## src/rtl/orb_bank_arbiter.sv

```systemverilog
// orb_bank_arbiter
//   Round-robin write-port arbiter and ping-pong bank controller for the
//   two orbit frame RAMs. One single-word write is granted per cycle and
//   steered to the bank the M16 reader is not using. The reader's bank
//   flag (sw) is synchronised here; every edge swaps the write bank and
//   costs one bubble cycle.
//
//   Optional feature macro: BANK_CLEAR_EN
//     When defined, the write bank is swept to zero after reset and after
//     every swap; clrBusy is high while the sweep runs.
//
//   Ports
//     clk, rst              clock, asynchronous active-high reset
//     req                   per-requester write request (level)
//     reqAddr / reqWord     packed per-requester address / data
//     sw                    M16 read-bank flag (foreign clock domain)
//     gnt                   one-hot grant pulse, write issued this cycle
//     wData                 write data shared by both banks
//     wAddr1/wren1          bank 1 write port
//     wAddr2/wren2          bank 2 write port
//     wrBank                current write bank (1 = bank 1, 0 = bank 2)
//     swapStrob             pulse when the write bank changes
//     clrBusy               bank clear in progress
module orb_bank_arbiter #(
  parameter int NREQ = 4,
  parameter int AW   = 11,
  parameter int DW   = 12
) (
  input  logic                 clk,
  input  logic                 rst,
  input  logic [NREQ-1:0]      req,
  input  logic [NREQ*AW-1:0]   reqAddr,
  input  logic [NREQ*DW-1:0]   reqWord,
  input  logic                 sw,
  output logic [NREQ-1:0]      gnt,
  output logic [DW-1:0]        wData,
  output logic [AW-1:0]        wAddr1,
  output logic                 wren1,
  output logic [AW-1:0]        wAddr2,
  output logic                 wren2,
  output logic                 wrBank,
  output logic                 swapStrob,
  output logic                 clrBusy
);

  localparam int PW = (NREQ > 1) ? $clog2(NREQ) : 1;

  typedef enum logic [1:0] {
    ST_RUN,
    ST_SWAP
`ifdef BANK_CLEAR_EN
    , ST_CLEAR
`endif
  } state_t;

  state_t          state_q, state_d;
  logic            sync1_q, sync1_d, sync2_q, sync2_d, sync3_q, sync3_d;
  logic [PW-1:0]   ptr_q, ptr_d;
  logic [NREQ-1:0] gnt_q, gnt_d;
  logic [DW-1:0]   wdata_q, wdata_d;
  logic [AW-1:0]   waddr1_q, waddr1_d, waddr2_q, waddr2_d;
  logic            wren1_q, wren1_d, wren2_q, wren2_d;
  logic            wr_bank_q, wr_bank_d;
  logic            swap_strob_q, swap_strob_d;
`ifdef BANK_CLEAR_EN
  logic [AW-1:0]   clr_cnt_q, clr_cnt_d;
  logic            clr_busy_q, clr_busy_d;
`endif

  logic            sw_edge;
  logic [NREQ-1:0] elig;
  logic            found;
  logic [PW-1:0]   win;
  int              idx;

  assign sw_edge = sync2_q ^ sync3_q;
  // A requester granted last cycle sits out this cycle.
  assign elig    = req & ~gnt_q;

  // First eligible index at or after ptr, wrapping at NREQ.
  always_comb begin
    found = 1'b0;
    win   = '0;
    idx   = 0;
    for (int off = 0; off < NREQ; off++) begin
      idx = int'(ptr_q) + off;
      if (idx >= NREQ) idx = idx - NREQ;
      if (!found && elig[idx]) begin
        found = 1'b1;
        win   = PW'(idx);
      end
    end
  end

  always_comb begin
    state_d      = state_q;
    sync1_d      = sw;
    sync2_d      = sync1_q;
    sync3_d      = sync2_q;
    ptr_d        = ptr_q;
    gnt_d        = '0;
    wdata_d      = wdata_q;
    waddr1_d     = waddr1_q;
    waddr2_d     = waddr2_q;
    wren1_d      = 1'b0;
    wren2_d      = 1'b0;
    wr_bank_d    = wr_bank_q;
    swap_strob_d = 1'b0;
`ifdef BANK_CLEAR_EN
    clr_cnt_d    = clr_cnt_q;
    clr_busy_d   = clr_busy_q;
`endif
    if (sw_edge) begin
      // Swap beats any win this cycle; the loser stays pending.
      swap_strob_d = 1'b1;
      wr_bank_d    = sync2_q;
      state_d      = ST_SWAP;
`ifdef BANK_CLEAR_EN
      clr_cnt_d    = '0;
      clr_busy_d   = 1'b1;
`endif
    end
`ifdef BANK_CLEAR_EN
    else if (state_q != ST_RUN) begin
      clr_busy_d = 1'b1;
      wdata_d    = '0;
      if (wr_bank_q) begin
        waddr1_d = clr_cnt_q;
        wren1_d  = 1'b1;
      end else begin
        waddr2_d = clr_cnt_q;
        wren2_d  = 1'b1;
      end
      if (clr_cnt_q == {AW{1'b1}}) begin
        state_d = ST_RUN;
      end else begin
        state_d   = ST_CLEAR;
        clr_cnt_d = clr_cnt_q + AW'(1);
      end
    end
`endif
    else if (state_q == ST_RUN || state_q == ST_SWAP) begin
      state_d = ST_RUN;
`ifdef BANK_CLEAR_EN
      clr_busy_d = 1'b0;
`endif
      if (found) begin
        gnt_d[win] = 1'b1;
        wdata_d    = reqWord[int'(win)*DW +: DW];
        if (wr_bank_q) begin
          waddr1_d = reqAddr[int'(win)*AW +: AW];
          wren1_d  = 1'b1;
        end else begin
          waddr2_d = reqAddr[int'(win)*AW +: AW];
          wren2_d  = 1'b1;
        end
        ptr_d = (win == PW'(NREQ-1)) ? '0 : win + PW'(1);
      end
    end
  end

  always_ff @(posedge clk or posedge rst) begin
    if (rst) begin
`ifdef BANK_CLEAR_EN
      state_q    <= ST_CLEAR;
      clr_cnt_q  <= '0;
      clr_busy_q <= 1'b1;
`else
      state_q    <= ST_RUN;
`endif
      sync1_q      <= 1'b0;
      sync2_q      <= 1'b0;
      sync3_q      <= 1'b0;
      ptr_q        <= '0;
      gnt_q        <= '0;
      wdata_q      <= '0;
      waddr1_q     <= '0;
      waddr2_q     <= '0;
      wren1_q      <= 1'b0;
      wren2_q      <= 1'b0;
      wr_bank_q    <= 1'b0;
      swap_strob_q <= 1'b0;
    end else begin
`ifdef BANK_CLEAR_EN
      clr_cnt_q  <= clr_cnt_d;
      clr_busy_q <= clr_busy_d;
`endif
      state_q      <= state_d;
      sync1_q      <= sync1_d;
      sync2_q      <= sync2_d;
      sync3_q      <= sync3_d;
      ptr_q        <= ptr_d;
      gnt_q        <= gnt_d;
      wdata_q      <= wdata_d;
      waddr1_q     <= waddr1_d;
      waddr2_q     <= waddr2_d;
      wren1_q      <= wren1_d;
      wren2_q      <= wren2_d;
      wr_bank_q    <= wr_bank_d;
      swap_strob_q <= swap_strob_d;
    end
  end

  assign gnt       = gnt_q;
  assign wData     = wdata_q;
  assign wAddr1    = waddr1_q;
  assign wren1     = wren1_q;
  assign wAddr2    = waddr2_q;
  assign wren2     = wren2_q;
  assign wrBank    = wr_bank_q;
  assign swapStrob = swap_strob_q;
`ifdef BANK_CLEAR_EN
  assign clrBusy   = clr_busy_q;
`else
  assign clrBusy   = 1'b0;
`endif

endmodule
```

## config.mk

```make
export PLATFORM = sky130hd
export DESIGN_NAME = orb_bank_arbiter
export DESIGN_NICKNAME = d
export VERILOG_FILES = /design/src/rtl/orb_bank_arbiter.sv
export SDC_FILE = /design/constraint.sdc
export NUM_CORES = 1
export LEC_CHECK = 0
export ABC_AREA = 1
export ABC_CLOCK_PERIOD_IN_PS = 2700
export CELL_PAD_IN_SITES_DETAIL_PLACEMENT = 0
export CELL_PAD_IN_SITES_GLOBAL_PLACEMENT = 1
export CORE_ASPECT_RATIO = 1.75
export CORE_MARGIN = 2
export CORE_UTILIZATION = 27
export CTS_CLUSTER_SIZE = 24
export DETAILED_ROUTE_END_ITERATION = 10
export GPL_ROUTABILITY_DRIVEN = 0
export GPL_TIMING_DRIVEN = 0
export PLACE_DENSITY_LB_ADDON = 0.1
export SETUP_SLACK_MARGIN = 0.2
export SKIP_CTS_REPAIR_TIMING = 1
export SLEW_MARGIN = 30
export SYNTH_ARGS = -nofsm -noshare
export SYNTH_HDL_FRONTEND = slang
export SYNTH_SLANG_ARGS = --single-unit
```

## constraint.sdc

```tcl
create_clock -name clk -period 2.7 [get_ports clk]
set_input_delay 0.81 -clock clk [delete_from_list [all_inputs] [get_ports clk]]
set_output_delay 0.81 -clock clk [all_outputs]
set_load 0.05 [all_outputs]
```

==> summary.md, run 1 <==
| Metric | Value |
|---|---|
| Top delay family on crit path | `buffers and inverters` |
| Crit-path slowest cell | `clkdlybuf4s50_1` |
| Top-area cell type share of the netlist area | `0.402` |
| Max cap viols | `0` |
| Die Ht | `142 µm` |
| VDD IR max | `around 710 µV` |
| CTS tree | `done` |
| Final Instance Count excl. Fillers | `between 700 and 800` |
| Global-route wire length before repair | `roughly 16000 µm` |
| Slew Limit Fails | `0` |
| Net count, final | `between 700 and 800` |
| Sequential power share | `0.158` |
| Critical path type | `flop to output port` |
| Reg2Reg Launch Point | `ptr_q[0]$_DFFE_PP0P_` |
| Psw | `around 4000 µW` |
| Sequential area share after synthesis | `0.402` |
| Skew final | `0.00963 ns` |
| Outcome | `finished, final reports clean` |
| CP Data Arrival Time | `roughly 1.5 ns` |
| Endpoints failing hold | `0` |
| Top cells by count, synth | `285 x nand2_1, 56 x nand3_1, 47 x dfrtp_1, 18 x buf_2, 15 x inv_1` |
| Clock insertion delay at the later pin of the skew report | `approximately 0.30 ns` |
| Clock sink total | `between 40 and 50` |
| Die Span X | `a little over 80 µm` |
| Placed cell count | `730` |
| Worst slack, placed | `-0.349 ns` |
| Post-Syn Nets | `560` |
| Count of state elements after synthesis | `between 40 and 50` |
| Switching Fraction | `0.548` |
| Final setup fails | `0` |
| Final WS setup | `about 0.40 ns` |
| Vias | `between 3k and 4k` |
| P_int | `between 3000 and 4000 µW` |
| Measured slew at the worst slew-check pin | `slightly above 0.6 ns` |
| Worst setup startpoint | `wrBank$_DFFE_PP0N_` |
| CP Max Fanout | `3` |
| Syn Area/Cell | `6.36 µm²` |
| DRT antenna net count | `0` |
| Fin crit share | `0.853` |
| CTS Root Cell | `clkbuf_16` |
| Synth-to-layout area growth | `64.7%` |
| Number of vias per cell | `between 4 and 5` |
| Hold_ws | `0.355 ns` |
| Ports | `between 100 and 150` |
| Fmax | `about 430 MHz` |
| Top-count cell post-synth | `nand2_1` |
| PortBufs | `between 100 and 150` |
| Worst min-delay path category | `flop to flop` |
| Initial Util | `0.275` |
| LEAKAGE | `approximately 0.0025 µW` |
| CP bufs+invs | `1` |
| Main synth FF type | `dfrtp_1` |
| Fill cells | `~1.2k` |
| Synth top area cells | `dfrtp_1 40%, nand2_1 37%, nand3_1 9.6%, buf_2 3.1%, inv_1 1.9%` |
| EDFF count, synth | `0` |
| Initial antenna violation count | `0` |
| P per Cell Area | `around 1500 nW/µm²` |
| DRT iter0 DRCs | `84` |
| Diodes inserted | `0` |
| CP startpoint kind | `flop` |
| Post-Route WL | `10900 µm` |
| Cell row count | `50` |
| Warnings, synthesis | `0` |
| Crit-path max cell delay | `a little over 0.8 ns` |
| Global route total overflow | `0` |
| CTS max path bufs | `2` |
| Overall Global Routing Usage | `0.186` |
| Die ar. | `around 12000 µm²` |
| Final Util | `0.453` |
| Synth area leader | `dfrtp_1` |
| Critical hold path startpoint | `sync1_q$_DFF_PP0_` |
| Clock transition at path regs | `approximately 0.070 ns` |
| RSZ-0062 raised after global routing | `false` |
| Dpl hpwl | `8520 µm` |
| Pin count of the biggest net entering global routing | `between 40 and 50` |
| Async SR Flop Fraction | `1.00` |
| Distinct cells, synth | `23` |
| Slew HR | `0.590` |
| Share of total power in combinational logic | `0.754` |
| DRC violations left | `0` |
| CP Capture Type | `output port` |
| Clk pwr share | `0.088` |
| Core area | `between 10000 and 15000 µm²` |
| Crit-path cells | `clkdlybuf4s50_1` |
| Data required time of the worst path | `1.89 ns` |
| Drt pass-1 iters | `4` |
| H-tree depth | `2` |
| Cells after synthesis | `460` |
| Number of global-route vias before repair | `3200` |
| Post-Syn Area | `between 2000 and 3000 µm²` |
| Routed len/inst | `14.5 µm` |
| Num CTS Buffers | `5` |
| Min cycle time layout | `2.30 ns` |
| Proportion of layout cells with a drive suffix above 1 | `0.116` |
| Pwr Total | `7290 µW` |
[per-layer routing]
metal / global-route usage / part of all wire
met1: 0.204 / 0.36
met2: 0.358 / 0.57
met3: 0.0299 / 0.052
met4: 0.0449 / 0.014
met5: 0 / 0
[sequential cells by signal, summed over array words and instances (netlist names)]
signal and cells:
gnt 4, ptr_q 2, swapStrob 1, sync1_q 1, sync2_q 1, sync3_q 1
wAddr1 11, wAddr2 11, wData 12, wrBank 1, wren1 1, wren2 1
[power groups by stage]
stage               Clock, µW  Combinational, µW  Sequential, µW
floorplan                   0               2690            2020
global placement            0               5150            1160
detailed placement          0               5170            1160
CTS                       666               5190            1150
global route              695               6090            1180
finish                    642               5500            1150
[kinds of logic after synthesis]
| logic type | share of synthesized area |
|---|---|
| adder cells (fa/ha/maj) | 0.00427 |
| AND/OR/NAND/NOR | 0.507 |
| buffers and inverters | 0.0778 |
| other | 0.00128 |
| flip-flops | 0.402 |
| AO/OA/AOI/OAI | 0.00812 |
[cells in the final DEF (no fill, tap or decap), types with 3 or more instances in the layout]
cell,instances
nand3_2,6
nor2_1,3
clkdlybuf4s50_1,136
inv_1,14
o21ai_0,3
inv_4,3
buf_2,10
nand4_1,3
buf_4,16
clkbuf_4,4
inv_2,5
dfrtp_1,47
nand2_2,9
clkbuf_16,5
nand3_1,51
dlymetal6s2s_1,4
nand2_1,279
[final cells by class]
class	instances	area, µm²	share of cell area
Tap cell	130	163	0.0337
Sequential cell	47	1180	0.244
Buffer	25	173	0.0358
Timing Repair Buffer	151	1490	0.310
Inverter	22	90.1	0.0187
Clock buffer	5	125	0.0260
Clock inverter	3	22.5	0.00467
Multi-Input combinational cell	366	1580	0.327
[through the flow]
stage,setup TNS (ns),cell area [µm²]
floorplan,0,2930
CTS,-0.0745,4640
detailed placement,-8.04,4490
finish,0,4820
global route,0,4820
global placement,-19.08,4490
[path summary, 6_finish.rpt]
check,end,slack (ns),cells past startpoint
worst min register to register,sync2_q$_DFF_PP0_,0.35,0
worst max register to register,wAddr1[4]$_DFFE_PP0P_,0.59,19
worst max-delay path,wrBank,0.40,1
worst min-delay path,sync2_q$_DFF_PP0_,0.35,0
max in group asynchronous,wAddr2[10]$_DFFE_PP0P_,1.34,2
min in group asynchronous,wAddr1[7]$_DFFE_PP0P_,0.95,2
Power figures use the tool's default switching activity.
==> inputs of run 2 (changes only) <==
ABC_CLOCK_PERIOD_IN_PS = 2000   (was 2700)
CORE_UTILIZATION = 25   (was 27)
CTS_BUF_LIST = sky130_fd_sc_hd__clkbuf_2   (was not set)
HOLD_SLACK_MARGIN = 0.02   (was not set)
clock period = 2 ns   (was 2.7 ns; I/O delays follow)
==> run 2 against run 1 <==
The run now ends with DRC, setup timing left. First-iteration DRC count is 20% higher. Non-clock buffer count rose by 10. Clock skew is 0.0020 ns higher. Worst setup slack lost 0.54 ns. Critical path depth is 12 higher. Final area is 5.0% higher. Sequential power grew 36%. Die area rose by 7.7%. Critical path type is now input port to flop. Highest routed layer unchanged.
==> summary.md, run 2 (synthesized netlist as in run 1, its figures left out) <==
| Metric | Value |
|---|---|
| Post-Route WL | `between 10000 and 15000 µm` |
| Clock sink total | `between 40 and 50` |
| Clock transition at path regs | `0.25 ns` |
| LEAKAGE | `around 0.0027 µW` |
| RSZ-0062 raised after global routing | `true` |
| CTS tree | `done` |
| Drt pass-1 iters | `7` |
| Pwr Total | `about 11000 µW` |
| Largest register FFs | `12` |
| CP Data Arrival Time | `2.52 ns` |
| Global-route wire length before repair | `18300 µm` |
| Initial antenna violation count | `1` |
| Min cycle time layout | `2.15 ns` |
| Overall Global Routing Usage | `0.186` |
| Outcome | `complete, but fails checks` |
| FF/Latch Area | `about 1200 µm²` |
| PortBufs | `140` |
| Fmax | `about 470 MHz` |
| Die ar. | `12600 µm²` |
| Design area | `5060 µm²` |
| Commonest cells after routing, fill and taps aside | `253 x nand2_1, 98 x clkdlybuf4s50_1, 47 x nand3_1` |
| Critical path type | `input port to flop` |
| DR WL met2 | `between 6000 and 7000 µm` |
| Slew Limit Fails | `0` |
| Dpl hpwl | `8510 µm` |
| Routed len/inst | `between 15 and 20 µm` |
| CP Max Fanout | `6` |
| Pin count of the biggest net entering global routing | `between 40 and 50` |
| DRT iter0 DRCs | `around 100` |
| Commonest non-fill, non-tap cell in the layout | `nand2_1` |
| Synth-to-layout area growth | `73.0%` |
| Ports | `about 140` |
| Initial Util | `0.254` |
| CTS max path bufs | `2` |
| Setup TNS | `-1.79 ns` |
| Worst min-delay path category | `flop to flop` |
| Fill cells | `~1.2k` |
| CP startpoint kind | `input port` |
| Skew final | `roughly 0.012 ns` |
| Fin crit share | `1.07` |
| DRC violations left | `10` |
| Final setup fails | `38` |
| Metal3 WL | `689 µm` |
| Global route total overflow | `0` |
| Die Span X | `85.8 µm` |
| Max cap viols | `0` |
| Proportion of layout cells with a drive suffix above 1 | `0.271` |
| Net count, final | `730` |
| Number of global-route vias before repair | `about 3.6k` |
| Area of the multi-input gates | `1820 µm²` |
| Data required time of the worst path | `between 2 and 2.5 ns` |
| Number of vias per cell | `~4.5` |
| Num CTS Buffers | `5` |
| P per Cell Area | `roughly 2100 nW/µm²` |
| DRT antenna net count | `0` |
| CTS Root Cell | `clkbuf_2` |
| H-tree depth | `2` |
| Die Ht | `approximately 150 µm` |
| Vias | `about 3.5k` |
| Core area | `roughly 12000 µm²` |
| Endpoints failing hold | `0` |
| Top Layer Used | `met4` |
| Met1 wire length | `between 4000 and 5000 µm` |
| VDD IR max | `~1000 µV` |
| Failing checks | `DRC, setup timing` |
| Final WS setup | `-0.147 ns` |
| Clock insertion delay at the later pin of the skew report | `between 0.4 and 0.5 ns` |
| Placement Cell Area | `around 4600 µm²` |
| CP Capture Type | `flop` |
| Cell row count | `52` |
==> run 2: cell types whose count changed in the layout (fill, tap and decap cells not counted), moves of 5 or more <==
cell,previous run,this run
clkdlybuf4s50_1,136,98
nand2_1,279,253
clkbuf_4,4,27
buf_4,16,32
nand2_2,9,22
nand2_4,2,14
clkbuf_2,2,12
dfrtp_1,47,42
dfrtp_2,0,5
inv_1,14,9
==> run 2: area by class of cell <==
cell class / count / share of cell area
multi-input combinational: 368 / 0.360
timing repair buffer: 161 / 0.294
sequential: 47 / 0.234
buffer: 25 / 0.0462
tap: 135 / 0.0334
inverter: 22 / 0.0247
clock buffer: 6 / 0.00593
clock inverter: 2 / 0.00247
antenna: 1 / 0.000494
==> run 2: through the flow <==
stage	hold slack, ns	std cells	setup slack (ns)	util
3_5_place_dp	0.356	736	-0.783	0.399
2_1_floorplan	0.331	460	0.0996	-
6_report	0.407	767	-0.147	0.440
3_3_place_gp	0.334	735	-0.964	0.396
4_1_cts	0.411	744	-0.357	0.402
5_1_grt	0.431	767	-0.178	0.440
==> run 2: where the power goes <==
part           switching, µW  internal [µW]  total [µW]
combinational           5540           3190        8730
sequential               215           1350        1560
clock                    336           90.4         426
total                   6090           4620       10700
==> run 2: critical path: stages <==
cell,delay [ns]
clkdlybuf4s50_1,0.51
nand3_2,0.12
nand3_2,0.13
nand2_4,0.09
a21oi_4,0.23
nand2_8,0.11
nand2_8,0.10
buf_12,0.14
buf_12,0.13
inv_6,0.04
ha_4,0.23
nand2_2,0.04
o21ai_1,0.05
==> run 2: path summary, 6_finish.rpt <==
| kind | start | end | slack (ns) | cells past startpoint |
|---|---|---|---|---|
| max | req[1] | ptr_q[1]$_DFFE_PP0P_ | -0.15 | 13 |
| min | sync1_q$_DFF_PP0_ | sync2_q$_DFF_PP0_ | 0.41 | 0 |
| max reg2reg | ptr_q[0]$_DFFE_PP0P_ | ptr_q[1]$_DFFE_PP0P_ | -0.09 | 17 |
| min reg2reg | sync1_q$_DFF_PP0_ | sync2_q$_DFF_PP0_ | 0.41 | 0 |
| max in group asynchronous | rst | wData[8]$_DFFE_PP0P_ | 1.28 | 3 |
| min in group asynchronous | rst | swapStrob$_DFF_PP0_ | 0.49 | 3 |
==> run 2: layer usage <==
layer / vias up / track usage
met5: - / 0
met4: 0 / 0.0532
met3: 13 / 0.0337
met2: 115 / 0.350
met1: 1587 / 0.207
li1: 1760 / -
==> RTL edit, RTL diff (config.mk and constraints of run 2) <==
Take the reset off `wdata_q`, `waddr1_q` and `waddr2_q` and load them in a clocked block of their own.
--- a/src/rtl/orb_bank_arbiter.sv
+++ b/src/rtl/orb_bank_arbiter.sv
@@ -175,5 +175,2 @@
       gnt_q        <= '0;
-      wdata_q      <= '0;
-      waddr1_q     <= '0;
-      waddr2_q     <= '0;
       wren1_q      <= 1'b0;
@@ -193,5 +190,2 @@
       gnt_q        <= gnt_d;
-      wdata_q      <= wdata_d;
-      waddr1_q     <= waddr1_d;
-      waddr2_q     <= waddr2_d;
       wren1_q      <= wren1_d;
@@ -201,2 +195,8 @@
     end
+  end
+
+  always_ff @(posedge clk) begin
+    wdata_q  <= wdata_d;
+    waddr1_q <= waddr1_d;
+    waddr2_q <= waddr2_d;
   end
Function: changed (a bounded check fails within 4 cycles, from zero or initial values and one cycle with rst high).
==> RTL edit against run 2 <==
- the flow finishes with violations (negative setup slack)
- worst setup slack better by 0.11 ns
- hold slack worse by 0.0062 ns
- synthesized cell count is 19% lower
- routed wire length is 12% lower
- design area is 2.0% lower
- via count is 14% lower
- count of clock-buffer cells in the layout is 1 lower
- non-clock buffer count stayed put
- sequential cell count stayed put
- area after synthesis is 0.86% lower
- critical path type is now reg -> reg
- critical endpoint unchanged
Power is left out: the tool's default activity adds up to more than one toggle a clock period on the data nets, which glitch-free logic cannot reach.
==> RTL edit: results (changes against run 2) <==
Worst R2R End: ptr_q[1] (unchanged)
Skew final: 0.0175 ns (was 0.0117 ns)
Worst setup margin: -0.0393 ns (was -0.147 ns)
CP arrival: 2.38 ns (was 2.52 ns)
Max Buffers Root-to-Sink: 2 (unchanged)
Hold endpoint: sync2_q (unchanged)
M2 GR Usage: 32.6% (was 35.0%)
Synth top area cells: edfxtp_1 35%, nand2_1 17%, nand3_1 14% (was dfrtp_1 40%, nand2_1 37%, nand3_1 9.6%)
Post-Layout Cell Count: 683 (was 767)
FF-to-FF path depth: 14 (was 17)
Post-synth cell types: 23 (unchanged)
Area post-placement: 4560 um^2 (was 4590 um^2)
Yosys warnings: 0 (unchanged)
Clock transition at path regs: 0.24 ns
Worst skew pair latency: 0.44 ns (about the same)
First-pass GRT wire length: 15200 um (was 18300 um)
Clock Root Buffer: clkbuf_2 (unchanged)
Placed cells: 649 (was 736)
HPWL Detailed: 8130 um (was 8510 um)
Sequential fraction of the synthesis area: 46.4% (was 40.2%)
Global Route met3 Usage: 2.54% (was 3.37%)
Post-synth EDFFs: 34 (was 0)
Max H-tree Level: 2 (unchanged)
Max FFs per register: 12 (unchanged)
Crit path max fanout: 10 (was 6)
HP Start: sync1_q (unchanged)
Failing checks: negative setup slack (was design-rule violations, negative setup slack)
Cells after Synth: 374 (was 460)
Top_reg_cell synth: edfxtp_1 (was dfrtp_1)
# port buffers: 140 (unchanged)
Pin count of the biggest net entering global routing: 18 (was 48)
Total CTS buffers: 5 (unchanged)
Final setup vio count: 20 (was 38)
Status: complete, but fails checks (unchanged)
Class of the worst hold path: reg -> reg (unchanged)
GR Util met1: 15.9% (was 20.7%)
Share of layout cells above drive strength 1: 29.3% (was 27.1%)
R2R Path Start: ptr_q[0] (unchanged)
Detailed Route WL: 10600 um (was 12000 um)
Initial DRT Pass Iterations: 4 (was 7)
Slew margin rel.: 64.6%
Initial antenna violation count: 1 (unchanged)
Total GRT Usage: 16.1% (was 18.6%)
Vias: 2974 (was 3475)
Syn_nets: 474 (was 560)
Commonest cells in the netlist: 132 x nand2_1, 82 x nand3_1, 56 x inv_1 (was 285 x nand2_1, 56 x nand3_1, 47 x dfrtp_1)
Cells on Worst Hold Path: 0 (unchanged)
Async S/R FF share, synth: 27.7% (was 100%)
Vias in the first global route: 2888 (was 3572)
Initial DRC Count: 124 (was 101)
==> RTL edit: cell types whose count changed in the layout (fill, tap and decap cells not counted), moves of 6 or more <==
cell      change
buf_4        -13
buf_6         +6
buf_8         +8
clkbuf_2     +23
clkbuf_4     -26
dfrtp_1      -35
edfxtp_1     +34
inv_1        +41
nand2_1     -138
nand2_2       -8
nand3_1      +19
==> RTL edit: kinds of logic (layout without fill, tap and decap cells) <==
group	count (synthesis)	after routing	synth area share (%)
AOI/OAI and AO/OA	6	6	1.29
xor gates and xnor gates	1	1	0.302
adders and majority gates	1	1	0.431
buffers and inverters	80	253	14.9
DFF	47	47	46.4
other	1	2	0.129
and+or+nand+nor	238	238	36.6
==> RTL edit: critical path: stages, from the launching register on <==
cell      delay (ns)
dfrtp_1         0.44
buf_8           0.15
clkinv_8        0.08
nand2_4         0.05
nand2_4         0.10
nand3_4         0.07
nand2_4         0.09
nand2_4         0.06
nor2_1          0.09
nand3_1         0.12
nand3_4         0.14
buf_8           0.16
ha_1            0.23
nand2_1         0.07
o21ai_0         0.07
==> RTL edit: area by class of cell <==
type                       instances  area, um^2
timing repair buffer             165        1490
buffer                            21         275
fill                            1228        6490
tap                              135         169
sequential                        47        1350
clock buffer                       5        25.0
clock inverter                     3        42.5
inverter                          59         241
antenna                            1        2.50
multi-input combinational        247        1360
==> RTL edit: routing by layer <==
layer	part of all wire (%)	vias to the layer above	routed length, um
met5	0	-	0
met4	1.6	0	168
met3	4.5	10	480
met2	60	79	6400
met1	34	1360	3560
li1	-	1525	-
==> RTL edit: through the flow <==
| stage | setup slack [ns] | TNS [ns] | hold slack [ns] |
|---|---|---|---|
| CTS | -0.428 | -24.73 | 0.405 |
| finish | -0.0393 | -0.308 | 0.400 |
| floorplan | 0.0297 | 0 | 0.331 |
| detailed placement | -0.864 | -46.97 | 0.355 |
| global placement | -0.839 | -45.71 | 0.352 |
| global route | -0.191 | -4.64 | 0.410 |
==> RTL edit: how the worst max path moves through the flow <==
stage	from	to	depth (start not counted)
after floorplan	req[3]	wAddr2[0]	8
after global placement	req[0]	wAddr2[2]	9
after detailed placement	req[0]	wAddr2[2]	9
after CTS	ptr_q[1]	wAddr2[8]	10
after global routing	ptr_q[0]	ptr_q[1]	14
final	ptr_q[0]	ptr_q[1]	14
